$ cat config.mk
export PLATFORM = sky130hd
export DESIGN_NAME = mux_rr_arbiter
export DESIGN_NICKNAME = d
export VERILOG_FILES = /design/src/rtl/mux_rr_arbiter.sv
export SDC_FILE = /design/constraint.sdc
export NUM_CORES = 1
export LEC_CHECK = 0
export ABC_AREA = 1
export BUFFER_PORTS_ARGS = -buffer_cell sky130_fd_sc_hd__clkbuf_2
export CAP_MARGIN = 10
export CORE_MARGIN = 2
export CORE_UTILIZATION = 50
export DETAILED_ROUTE_END_ITERATION = 7
export PLACE_DENSITY = 0.69
export SLEW_MARGIN = 20
export SYNTH_ARGS = -nofsm -noshare
export SYNTH_HDL_FRONTEND = slang
export SYNTH_SLANG_ARGS = --single-unit
export TNS_END_PERCENT = 10
$ cat constraint.sdc
create_clock -name clk -period 6.03 [get_ports clk]
set_input_delay 0.603 -clock clk [delete_from_list [all_inputs] [get_ports clk]]
set_output_delay 0.603 -clock clk [all_outputs]
set_load 0.005 [all_outputs]
$ cat src/rtl/mux_rr_arbiter.sv
// Round-robin arbiter driving a registered select for an N_REQ-to-1 mux.
// A hold limit forces release so that no single owner can starve the others.
module mux_rr_arbiter #(
  parameter int N_REQ    = 8,
  parameter int SEL_W    = 3,
  parameter int MAX_HOLD = 4
) (
  input  logic             clk,
  input  logic             reset,
  input  logic [N_REQ-1:0] req,
  input  logic             done,
  output logic [SEL_W-1:0] sel,
  output logic [N_REQ-1:0] grant,
  output logic             valid,
  output logic             preempt
);

  typedef enum logic {IDLE, GRANT} state_t;

  localparam logic [N_REQ-1:0] ONE = N_REQ'(1);

  state_t           state, state_nxt;
  logic [SEL_W-1:0] ptr, ptr_nxt, sel_nxt;
  logic [N_REQ-1:0] grant_nxt;
  logic             valid_nxt, preempt_nxt;
  logic [3:0]       hold_cnt, hold_nxt;
  logic [SEL_W:0]   pick;
  logic             expire, rel, owner_req;

  // Circular search from start; returns {found, index}. Descending loop so the
  // lowest circular offset is the last (winning) assignment.
  function automatic logic [SEL_W:0] rr_pick(input logic [N_REQ-1:0] r,
                                             input logic [SEL_W-1:0] start);
    logic [SEL_W:0]   res;
    logic [SEL_W-1:0] idx;
    res = '0;
    for (int i = N_REQ - 1; i >= 0; i--) begin
      idx = start + SEL_W'(i);
      if (r[idx]) res = {1'b1, idx};
    end
    return res;
  endfunction

  always_ff @(posedge clk or posedge reset) begin
    if (reset) begin
      state    <= IDLE;
      ptr      <= '0;
      sel      <= '0;
      grant    <= '0;
      valid    <= 1'b0;
      preempt  <= 1'b0;
      hold_cnt <= '0;
    end else begin
      state    <= state_nxt;
      ptr      <= ptr_nxt;
      sel      <= sel_nxt;
      grant    <= grant_nxt;
      valid    <= valid_nxt;
      preempt  <= preempt_nxt;
      hold_cnt <= hold_nxt;
    end
  end

  always_comb begin
    state_nxt   = state;
    ptr_nxt     = ptr;
    sel_nxt     = sel;
    grant_nxt   = grant;
    valid_nxt   = valid;
    preempt_nxt = 1'b0;
    hold_nxt    = hold_cnt;
    pick        = '0;
    owner_req   = req[sel];
    expire      = (hold_cnt == 4'(MAX_HOLD - 1));
    rel         = 1'b0;
    case (state)
      IDLE: begin
        pick = rr_pick(req, ptr);
        if (pick[SEL_W]) begin
          sel_nxt   = pick[SEL_W-1:0];
          grant_nxt = ONE << pick[SEL_W-1:0];
          valid_nxt = 1'b1;
          hold_nxt  = '0;
          state_nxt = GRANT;
        end
      end
      GRANT: begin
        rel = done || !owner_req || expire;
        if (!rel) begin
          hold_nxt = hold_cnt + 4'd1;
        end else begin
          // Preempt flags only a pure hold-limit release, even if re-granted.
          preempt_nxt = expire && !done && owner_req;
          ptr_nxt     = sel + SEL_W'(1);
          pick        = rr_pick(req & ~(ONE << sel), sel + SEL_W'(1));
          hold_nxt    = '0;
          if (pick[SEL_W]) begin
            sel_nxt   = pick[SEL_W-1:0];
            grant_nxt = ONE << pick[SEL_W-1:0];
          end else if (!owner_req) begin
            grant_nxt = '0;
            valid_nxt = 1'b0;
            state_nxt = IDLE;
          end
        end
      end
      default: state_nxt = IDLE;
    endcase
  end

endmodule

==> run metrics <==
CTS clock-pin slew for the worst setup and hold paths roughly 0.080 ns; Clock Sinks 21; most frequent cells in the layout nand2_1, nand3_1, inv_1; fillcell total 566; total inserted antenna cells 0; CP Capture Type flop; Top Ports 24; pin count of the biggest net entering global routing 22; Worst-Margin Slew slightly below 0.8 ns; Die Ht 76.3 um; status finished, final reports clean; CP arrival 3.51 ns; Syn Nets 447; root buffer cell clkbuf_8; CP Cell Sequence inv_4, ha_1, inv_4, nand2_1, nand2_2, nand3_1, nand3_1, nand2_1, nor2_2, nand3_2, o22ai_4, inv_4, nor2_2, a21oi_2; Period minus WS final 3.36 ns; core area 5070 um^2; antenna viol nets, final 0; Final WS setup 2.67 ns; DRT iter0 DRCs 168; Worst Skew 0.00392 ns; Critical Path Start Type flop; post-DR vias/cell roughly 5.3; commonest non-fill, non-tap cell in the layout nand2_1; PortBufs 23; grt total ovfl 0; Mean Syn Cell Area 6.15 um^2; postcts setup bufs 0; first-pass GRT wire length 11700 um; Critical Path RT 6.18 ns; post_cts resized 0; TritonCTS Buffers 3; initial antenna violation count 0; cell area after synthesis 2610 um^2; total placed cells including tap cells a little over 500; CTS tree done; vias 2696; fin cells 513; Starting Density 0.515; max-slew violation count 0; Placement Rows 26; # nets final roughly 470; GR met2 Demand/Resource 0.407; post-synthesis sequential area ratio 0.201; Max-Cap Viols 0; Crit Path Class reg -> reg; CP max stage cell dfrtp_1; Yosys cell types 34; vias in the first global route 2616; setup TNS 0 ns; met3 usage 0.0332; Rel. slew slack 0.484; share of cells above drive strength 1 0.174; GRT Overall Usage 0.238; Post-route DRC 0; post-DP HPWL approximately 5200 um; Final Hold Fails 0; Max stage delay on crit path 0.81 ns; Routed WL 6570 um; DR WL/cell 12.8 um; later-pin clock latency in the skew report 0.26 ns; Worst path most repeated cell inv_4; Synth Instances 425; CTS max path bufs 2; fmax 0.297 GHz; Area Growth Syn to Fin 6.56%; H-tree depth 1; DIE WIDTH 76.3 um; Die ar. a little under 6000 um^2; M1 GR Usage 0.326; CTS Hold Bufs 0; YS warnings 0; worst-path maximum fanout 21; Place WS 2.73 ns; unrepaired setup endpoints after global routing no; final period utilization 0.557; busiest grt layer met2; drt first pass iters 5; RePlAce Congestion approximately 0.9; Yosys reg bits 21; Final setup viols 0; Hold Path Class in -> async
through the flow:
step	hold WS, ns	util	cell area [um^2]
after floorplan	0.472	-	2610
after global placement	0.464	0.540	2740
after detailed placement	0.465	0.540	2740
after CTS	0.481	0.549	2790
after global routing	0.517	0.549	2790
final	0.448	0.549	2790
critical path, delay by kind of cell, from the launching register on:
| kind | cells | cell delay, ns |
|---|---|---|
| flops | 1 | 0.81 |
| fa+ha+maj | 1 | 0.52 |
| simple gates | 8 | 1.09 |
| compound gates | 2 | 0.34 |
| buf+inv | 3 | 0.49 |
Yosys cell counts, drive strengths merged:
master  instances  share of area
nor3            2         0.0038
nor4            1         0.0081
a211oi          1         0.0029
and2            1         0.0024
ha             11          0.053
xnor2           5          0.023
nor2           34          0.060
a21oi          20          0.048
o21ai          10          0.019
buf             9          0.030
a32o            1         0.0038
o31ai           1         0.0029
nand3         100           0.21
inv            51          0.077
nand3b          2         0.0057
xor2            2         0.0067
o22ai           4          0.015
nand2         148           0.23
dfrtp          21           0.20
a31oi           1         0.0024
state kept, by name, indices dropped and copies added, names as in the netlist:
register	cells
hold_cnt	4
sel	3
preempt	1
ptr	3
state	1
valid	1
grant	8
cell type report:
class | count | area [um^2] | area share
Multi-Input combinational cell | 344 | 1810 | 0.650
Sequential cell | 21 | 526 | 0.189
Inverter | 51 | 201 | 0.0723
Timing Repair Buffer | 23 | 115 | 0.0413
Tap cell | 70 | 87.6 | 0.0314
Clock buffer | 3 | 41.3 | 0.0148
Clock inverter | 1 | 5.00 | 0.00180
routing by layer:
layer  up-vias  part of all wire
met4         0             0.010
li1       1421                 -
met2        56              0.47
met1      1210              0.47
met3         9             0.042
met5         -                 0
path summary, 6_finish.rpt:
kind,from,to,slack (ns),cells past startpoint
max,sel[0],grant[5],2.67,14
min,reset,hold_cnt[1],0.45,2
max reg2reg,sel[0],grant[5],2.67,14
min reg2reg,grant[7],grant[7],0.48,2
max in group asynchronous,reset,sel[0],5.10,2
min in group clk,grant[7],grant[7],0.48,2
logic make-up after synthesis:
group | count (synthesis) | synth area share
xor+xnor | 7 | 0.0292
flops | 21 | 0.201
buf+inv | 60 | 0.107
fa+ha+maj | 11 | 0.0527
compound gates | 38 | 0.0943
simple gates | 288 | 0.516
Power is left out: the tool's default activity adds up to more than one toggle a clock period on the data nets, which glitch-free logic cannot reach.
